File: config.mk
export PLATFORM = sky130hd
export DESIGN_NAME = jt49_cen_gen
export DESIGN_NICKNAME = d
export VERILOG_FILES = /design/src/rtl/jt49_cen_gen.sv
export SDC_FILE = /design/constraint.sdc
export NUM_CORES = 1
export LEC_CHECK = 0
export ABC_AREA = 0
export BUFFER_PORTS_ARGS = -buffer_cell sky130_fd_sc_hd__buf_2
export CORE_UTILIZATION = 55
export DETAILED_ROUTE_END_ITERATION = 10
export GPL_TIMING_DRIVEN = 0
export PLACE_DENSITY = 0.78
export SLEW_MARGIN = 30
export SYNTH_ARGS = -nofsm -noshare
export SYNTH_HDL_FRONTEND = slang
export SYNTH_SLANG_ARGS = --single-unit
File: constraint.sdc
create_clock -name clk -period 5 [get_ports clk]
set_clock_uncertainty 0.1 [all_clocks]
set_input_delay 0.5 -clock clk [delete_from_list [all_inputs] [get_ports clk]]
set_output_delay 0.5 -clock clk [all_outputs]
set_load 0.005 [all_outputs]
File: src/rtl/jt49_cen_gen.sv
// jt49_cen_gen: clock-enable generator for the PSG datapath.
// A base enable is taken from cen, optionally thinned by a fractional
// num/den accumulator so non-integer master-clock ratios can be matched.
// A free-running divider counter advanced by the base enable produces
// NTAP power-of-two tap enables with programmable exponents.
//
// State summary (no FSM):
//   acc : fractional accumulator, FW bits
//   cnt : divider counter, CW bits, wraps freely
//   cen_base / cen_tap : registered enables, one cycle after cen
module jt49_cen_gen #(
  parameter int NTAP = 2,
  parameter int CW   = 10,
  parameter int FW   = 16
) (
  input  logic              clk,
  input  logic              rst_n,
  input  logic              cen,
  input  logic              frac_en,
  input  logic [FW-1:0]     frac_num,
  input  logic [FW-1:0]     frac_den,
  input  logic              sel,
  input  logic [NTAP*4-1:0] tap_exp,
  input  logic              resync,
  output logic              cen_base,
  output logic [NTAP-1:0]   cen_tap,
  output logic [CW-1:0]     cnt
);

  // Fractional accumulator and its one-bit-wider running sum.
  logic [FW-1:0] acc;
  logic [FW-1:0] acc_nxt;
  logic [FW:0]   sum;

  // Decoded fractional conditions.
  logic den_zero;
  logic clamp;
  logic reach;

  // Combinational base enable, before registering.
  logic b;

  // Per-tap effective exponent, low-bit mask and toggle decision.
  logic [31:0]   e_raw   [NTAP];
  logic [31:0]   e_eff   [NTAP];
  logic [CW-1:0] tap_mask[NTAP];
  logic [NTAP-1:0] toggle;

  // The sum is kept FW+1 wide so the threshold compare never overflows.
  assign sum = {1'b0, acc} + {1'b0, frac_num};

  // Base enable: plain cen, or cen thinned by the accumulator threshold.
  always_comb begin
    den_zero = (frac_den == '0);
    clamp    = (frac_num >= frac_den);
    reach    = (sum >= {1'b0, frac_den});
    b        = cen;
    if (frac_en) begin
      if (den_zero) begin
        // A zero denominator would mean an infinite rate; keep quiet instead.
        b = 1'b0;
      end else if (clamp) begin
        // Ratio of one or more: every incoming cen passes.
        b = cen;
      end else begin
        b = cen & reach;
      end
    end
  end

  // Next accumulator value; only advances on an incoming cen in frac mode.
  always_comb begin
    acc_nxt = acc;
    if (cen && frac_en) begin
      if (!den_zero && clamp) begin
        // Clamped ratio: the remainder has no meaning, keep it where it is.
        acc_nxt = acc;
      end else if (b) begin
        // sum >= den and sum < 2*den here, so the difference fits FW bits.
        acc_nxt = FW'(sum - {1'b0, frac_den});
      end else begin
        acc_nxt = sum[FW-1:0];
      end
    end
  end

  // Effective exponent per tap: programmed value, plus one when sel is low,
  // saturated at the counter width.
  always_comb begin
    for (int i = 0; i < NTAP; i++) begin
      e_raw[i] = {28'd0, tap_exp[4*i +: 4]} + {31'd0, ~sel};
      if (e_raw[i] > 32'(CW)) begin
        e_eff[i] = 32'(CW);
      end else begin
        e_eff[i] = e_raw[i];
      end
    end
  end

  // Low-bit mask per tap: bits [e-1:0] set, empty for e = 0.
  always_comb begin
    for (int i = 0; i < NTAP; i++) begin
      tap_mask[i] = '0;
      for (int j = 0; j < CW; j++) begin
        if (32'(j) < e_eff[i]) begin
          tap_mask[i][j] = 1'b1;
        end
      end
    end
  end

  // A tap fires when the masked low bits of the pre-increment count are zero.
  // An empty mask (e = 0) makes the tap fire on every base enable.
  always_comb begin
    toggle = '0;
    for (int i = 0; i < NTAP; i++) begin
      toggle[i] = ((cnt & tap_mask[i]) == '0);
    end
  end

  // Accumulator register; resync clears it ahead of any update.
  always_ff @(posedge clk or negedge rst_n) begin
    if (!rst_n) begin
      acc <= '0;
    end else if (resync) begin
      acc <= '0;
    end else begin
      acc <= acc_nxt;
    end
  end

  // Divider counter; advances once per base enable and wraps with no stall.
  always_ff @(posedge clk or negedge rst_n) begin
    if (!rst_n) begin
      cnt <= '0;
    end else if (resync) begin
      cnt <= '0;
    end else if (b) begin
      cnt <= cnt + CW'(1);
    end
  end

  // Output flops: one cycle latency from cen; resync forces them low.
  always_ff @(posedge clk or negedge rst_n) begin
    if (!rst_n) begin
      cen_base <= 1'b0;
      cen_tap  <= '0;
    end else if (resync) begin
      cen_base <= 1'b0;
      cen_tap  <= '0;
    end else begin
      cen_base <= b;
      cen_tap  <= b ? toggle : '0;
    end
  end

endmodule
==> summary.md, run 1 <==
| Metric | Value |
|---|---|
| Root Buffer | `clkbuf_8` |
| Core ar. | `6390 sq um` |
| Vias after detailed routing | `approximately 3,600` |
| Worst hold slack | `0.161 ns` |
| Cell variety after synth | `63` |
| Die area | `~7000 sq um` |
| Layout Nets | `615` |
| Fin. Hold Viols | `0` |
| ANT cells | `0` |
| Post-synth EDFFs | `0` |
| CTS tree | `done` |
| Remaining Overflow, GRT | `0` |
| Starting Density | `57.5%` |
| Cell with the most instances after synthesis | `ha_1` |
| Post-synthesis register bit count | `29` |
| Ys async rst share | `100%` |
| Final min period | `approximately 4.7 ns` |
| Initial DRC count | `217` |
| Fin worst setup slack | `0.344 ns` |
| Worst Setup End Kind | `flop` |
| WL per Instance | `about 17 um` |
| FILL cells | `between 500 and 600` |
| Worst Path Arrival | `4.75 ns` |
| CP Launch Type | `flop` |
| Final Max Tran Viols | `0` |
| Cell Pwr Density | `between 200 and 300 nW/um^2` |
| Detail Placement HPWL | `7760 um` |
| # DRC | `0` |
| Max Root-Sink Buffers | `2` |
| RR Startpoint | `acc[0]` |
| Worst EP required | `roughly 5.1 ns` |
| Maximum clock frequency | `about 0.21 GHz` |
| MaxCap Viol Count | `0` |
| VDD IR max | `0.000130 V` |
| RSZ-0062 raised after global routing | `no` |
| Drt first pass iters | `4` |
| Vias in the first global route | `~3,500` |
| Post-synthesis cell count | `449` |
| Dpl cells | `584` |
| Port Buffer Count | `58` |
| Antenna viol nets, final | `0` |
| Slew HR | `51.2%` |
| Cell types with the highest counts after synthesis | `ha_1, nor2_1, a21oi_1, dfrtp_1, inv_1` |
| Syn_area_per_cell | `just over 8 sq um` |
| CTS clk-pin slew, worst paths | `0.07 ns` |
| Layout area overhead | `14.0%` |
| Ys Warns | `0` |
| Vias per cell | `between 6 and 7` |
| Finished Core Util | `65.5%` |
| # H-tree levels | `2` |
| Endpoints failing setup | `0` |
| Worst Hold Class | `in2async` |
| Final total power | `around 1.1 mW` |
| Tot GR Track Use | `28.6%` |
| CP max FO | `5` |
| Die height | `83.7 um` |
| Post-Layout Cell Count | `592` |
| Register area share after synthesis | `19.8%` |
| Leakage | `2.07 nW` |
| Wirelength, routed | `9840 um` |
| Area leader, netlist | `dfrtp_1` |
| Top FF cell, synth | `dfrtp_1` |
| CTS sink count | `29` |
| Pre-CTS WS | `-0.0139 ns` |
| GPL Wtd Cong | `0.928` |
| Worst-margin pin slew | `0.731 ns` |
| Setup Crit Path Kind | `reg2reg` |
| Final period util | `93.1%` |
| Dominant cells by area after synthesis | `dfrtp_1, ha_1, nor2_1` |
| Total CTS buffers | `5` |
| Share of post-route cells with drive strength above 1 | `between 10% and 20%` |
| Clock latency at the later pin of the worst-skew pair | `0.29 ns` |
| Syn_nets | `550` |
| FP Rows | `29` |
| Initial antenna violation count | `0` |
| Global-route wire length before repair | `16,100 um` |
| Status | `finished, final reports clean` |
| Chip width | `83.7 um` |
| IO Count | `59` |
| Post-Synthesis Cell Area | `3670 sq um` |
| Crit path from | `acc[0]` |
| Synth top area share | `19.8%` |
| Largest net degree at the start of global routing | `30` |
-- metrics by stage --
stage,TNS (ns),cell area (sq um)
2_1_floorplan,0,3670
3_3_place_gp,0,4060
3_5_place_dp,-0.0139,4060
4_1_cts,0,4170
5_1_grt,0,4180
6_report,0,4180
-- where the power goes --
group,internal (mW),total (mW),switching (mW)
Sequential,0.250,0.264,0.0131
Combinational,0.242,0.560,0.318
Clock,0.162,0.262,0.0993
-- cell type report --
class / instances / area [sq um] / share of cell area (%)
flip-flops and latches: 29 / 726 / 17.3
inverters: 30 / 113 / 2.69
plain buffers: 10 / 48.8 / 1.17
clock buffers: 7 / 86.3 / 2.06
well taps: 77 / 96.3 / 2.30
multi-input cells: 380 / 2790 / 66.8
clock inverters: 1 / 30.0 / 0.718
repair buffers: 58 / 290 / 6.94
-- final timing paths --
check                      endpoint  slack (ns)  cells after the start
min in group clk             acc[9]        0.45                      2
setup reg to reg             acc[0]        0.34                     16
max in group asynchronous    cnt[1]        4.17                      1
hold / removal              acc[10]        0.16                      1
hold reg to reg              acc[9]        0.45                      2
setup / recovery             acc[0]        0.34                     16
-- what timing repair did --
action	4_1_cts	5_1_grt
hold buffers	0	0
resized for setup	0	2
endpoints found under the setup margin	0	2
setup buffers	0	0
-- sequential cells by signal (all words and copies together) (netlist names) --
register,flops
acc,16
cen_base,1
cen_tap,2
cnt,10
-- metal layers --
| layer | share of wire, % | global-route usage [%] |
|---|---|---|
| met3 | 3.8 | 3.26 |
| met1 | 47 | 37.8 |
| met4 | 1.6 | 7.86 |
| met5 | 0 | 0 |
| met2 | 47 | 49.5 |
-- cell usage in the layout (no fill, tap or decap), drive strengths merged, types with 3 or more instances in the layout --
| cell type | synthesis | layout |
|---|---|---|
| buf | 3 | 61 |
| ha | 53 | 53 |
| nor2 | 50 | 50 |
| a21oi | 38 | 38 |
| inv | 30 | 30 |
| dfrtp | 29 | 29 |
| nand2 | 26 | 26 |
| o21ai | 25 | 25 |
| xnor2 | 21 | 21 |
| a211oi | 16 | 16 |
| mux2i | 13 | 13 |
| clkbuf | 6 | 13 |
| nor3 | 10 | 10 |
| o211ai | 10 | 10 |
| xor2 | 8 | 8 |
| o21a | 8 | 8 |
| nand2b | 8 | 8 |
| nor2b | 7 | 7 |
| nor4 | 7 | 7 |
| a21o | 6 | 6 |
| and3 | 6 | 6 |
| nand4 | 5 | 5 |
| o211a | 5 | 5 |
| nand3 | 5 | 5 |
| or3 | 4 | 4 |
| o31a | 3 | 3 |
| a2111oi | 3 | 3 |
| and4 | 3 | 3 |
| nand3b | 3 | 3 |
| mux2 | 3 | 3 |
-- cells by family after synthesis --
logic type | share of synthesized area, %
XOR/XNOR | 6.92
flip-flops | 19.8
adder cells (fa/ha/maj) | 19.2
buffers and inverters | 4.40
AND/OR/NAND/NOR | 19.2
multiplexers | 4.47
AO/OA/AOI/OAI | 26.1
-- critical path: stages, from the launching register on --
cell and delay, ns:
dfrtp_1 0.35, ha_1 0.19, inv_1 0.06, fa_1 0.40
nor2b_1 0.18, o31a_1 0.25, o2111ai_1 0.22, a21oi_2 0.28
nor2_1 0.13, o311ai_2 0.34, ha_1 0.34, a21o_1 0.21
a221oi_1 0.37, o211ai_1 0.26, o21ai_2 0.31, mux2_1 0.35
a211oi_1 0.21
Power figures use the tool's default switching activity.
==> run 2, diff against run 1 <==
--- a/config.mk
+++ b/config.mk
@@ -7,10 +7,10 @@
 export LEC_CHECK = 0
 export ABC_AREA = 0
 export BUFFER_PORTS_ARGS = -buffer_cell sky130_fd_sc_hd__buf_2
-export CORE_UTILIZATION = 55
+export CORE_UTILIZATION = 58
 export DETAILED_ROUTE_END_ITERATION = 10
 export GPL_TIMING_DRIVEN = 0
-export PLACE_DENSITY = 0.78
+export PLACE_DENSITY = 0.82
 export SLEW_MARGIN = 30
 export SYNTH_ARGS = -nofsm -noshare
 export SYNTH_HDL_FRONTEND = slang
==> summary.md, run 2 (synthesized netlist as in run 1, its figures left out) <==
| Metric | Value |
|---|---|
| Status | `finished, final reports clean` |
| Die area | `6650 sq um` |
| Placed Area | `4050 sq um` |
| Endpoints failing setup | `0` |
| Hold_buf cts | `0` |
| Final total power | `1.11 mW` |
| Slew HR | `51.1%` |
| CP Cell Sequence | `ha_1, inv_1, fa_1, nor2b_1, o31a_1, o2111ai_1, a21oi_2, nor2_1, o311ai_2, ha_1, a21o_1, a221oi_2, o211ai_1, o21ai_2, mux2_1, a211oi_1` |
| Vias after detailed routing | `3,766` |
| Detail Placement HPWL | `7840 um` |
| Reg power frac | `around a quarter` |
| Root Buffer | `clkbuf_8` |
| Fin. Hold Viols | `0` |
| Final period util | `93.9%` |
| Commonest non-fill, non-tap cell in the layout | `buf_2` |
| Layout area overhead | `14.3%` |
| Worst EP required | `5.10 ns` |
| # DRC | `0` |
| CTS clk-pin slew, worst paths | `0.07 ns` |
| Total CTS buffers | `5` |
| RR Startpoint | `acc[0]` |
| Setup_tns | `0 ns` |
| Post-route cell area | `4200 sq um` |
| Vias per cell | `6.37` |
| Worst Path Arrival | `4.79 ns` |
| VDD IR max | `0.000189 V` |
| Share of post-route cells with drive strength above 1 | `15.9%` |
| # H-tree levels | `2` |
| ANT cells | `0` |
| Cell Pwr Density | `265 nW/um^2` |
| Tot GR Track Use | `32.0%` |
| Worst path most repeated cell | `ha_1` |
| IO Count | `slightly below 60` |
| Clock power share | `between 20 and 25%` |
| Biggest regs | `acc (16), cnt (10), cen_tap (2)` |
| Setup Crit Path Kind | `reg2reg` |
| Psw | `0.452 mW` |
| Clock latency at the later pin of the worst-skew pair | `0.29 ns` |
| Worst Hold Class | `in2async` |
| Worst R2R End | `acc[0]` |
| GPL Wtd Cong | `around 0.97` |
| Vias in the first global route | `between 3,000 and 4,000` |
| CP max-delay cell | `fa_1` |
| R2R depth | `16` |
| Final Max Tran Viols | `0` |
| Worst Setup End Kind | `flop` |
| Worst-margin pin slew | `0.733 ns` |
| Commonest non-fill, non-tap cells in the layout | `buf_2, ha_1, nor2_1` |
| Final min period | `4.69 ns` |
| CP Launch Type | `flop` |
| Initial DRC count | `roughly 240` |
| CP max FO | `5` |
| Initial antenna violation count | `0` |
| CP peak stage delay | `0.42 ns` |
| Pint | `0.658 mW` |
| Biggest register | `acc` |
| Antenna viol nets, final | `0` |
| CTS sink count | `29` |
| FP Rows | `28` |
| Max Root-Sink Buffers | `2` |
| Die height | `81.5 um` |
| Sw Ratio | `40.7%` |
| Pre-CTS WS | `-0.0945 ns` |
| Chip width | `a little over 80 um` |
| CTS tree | `done` |
| Part of the power in combinational logic | `between 50% and 60%` |
| Starting Density | `60.9%` |
| Global-route wire length before repair | `roughly 16,000 um` |
| WL per Instance | `17.4 um` |
| Drt first pass iters | `5` |
| RSZ-0062 raised after global routing | `no` |
| Leakage | `2.08 nW` |
| Max reg flops | `16` |
| Remaining Overflow, GRT | `0` |
| Reg-to-reg slack, setup | `0.31 ns` |
| Port Buffer Count | `58` |
| Maximum clock frequency | `0.213 GHz` |
| Layout Nets | `616` |
| Fin worst setup slack | `0.305 ns` |
| Core ar. | `roughly 6000 sq um` |
| MaxCap Viol Count | `0` |
| Wirelength, routed | `~10,000 um` |
| Worst hold slack | `0.162 ns` |
| Largest net degree at the start of global routing | `30` |
-- run 2: changes by cell type in the layout (fill, tap and decap cells not counted), sizes merged --
cell / previous run / this run
buf: 61 / 62
-- run 2: final cells by class --
type                    instances  area (sq um)
plain buffers                  10          48.8
clock buffers                   7          86.3
clock inverters                 1          30.0
fillers                       511          1830
inverters                      30           113
multi-input cells             380          2800
flip-flops and latches         29           726
well taps                      75          93.8
repair buffers                 59           298
-- run 2: worst max-delay path by stage --
stage / from / endpoint / slack, ns / cells past startpoint
2_1_floorplan: frac_num[3] / cnt[8] / 0.79 / 15
3_3_place_gp: frac_num[0] / acc[0] / 0.0009 / 17
3_5_place_dp: frac_num[0] / acc[0] / -0.09 / 17
4_1_cts: acc[0] / acc[0] / 0.04 / 16
5_1_grt: acc[0] / acc[0] / 0.08 / 16
6_report: acc[0] / acc[0] / 0.31 / 16
-- run 2: routing by layer --
metal / part of all wire, % / up-vias / GRT usage (%)
met5: 0 / - / 0
met1: 44 / 1775 / 40.0
met2: 49 / 162 / 56.3
met4: 2.2 / 0 / 10.5
met3: 5.6 / 26 / 4.44
li1: - / 1803 / -
-- run 2: timing repair --
item	in CTS	in global routing
gates resized for setup	0	3
setup buffers	0	1
setup endpoints to repair	0	15
-- run 2: power by group through the flow --
| stage | sequential [mW] | clock, mW | combinational (mW) |
|---|---|---|---|
| floorplan | 0.265 | 0 | 0.417 |
| global placement | 0.267 | 0 | 0.530 |
| detailed placement | 0.268 | 0 | 0.549 |
| CTS | 0.264 | 0.266 | 0.558 |
| global route | 0.266 | 0.280 | 0.633 |
| finish | 0.264 | 0.270 | 0.576 |
-- run 2: worst max-delay path, delay by kind of cell, from the launching register on --
| kind | cells | cell delay [ns] |
|---|---|---|
| and+or+nand+nor | 2 | 0.31 |
| DFF | 1 | 0.35 |
| buffers and inverters | 1 | 0.06 |
| AOI/OAI and AO/OA | 9 | 2.46 |
| muxes | 1 | 0.34 |
| adders and majority gates | 3 | 0.97 |
-- run 2: stage by stage --
stage	utilization (%)	cells
final	69.6	591
after global routing	69.6	591
after CTS	69.2	590
after detailed placement	67.3	582
after global placement	67.3	582
after floorplan	-	449
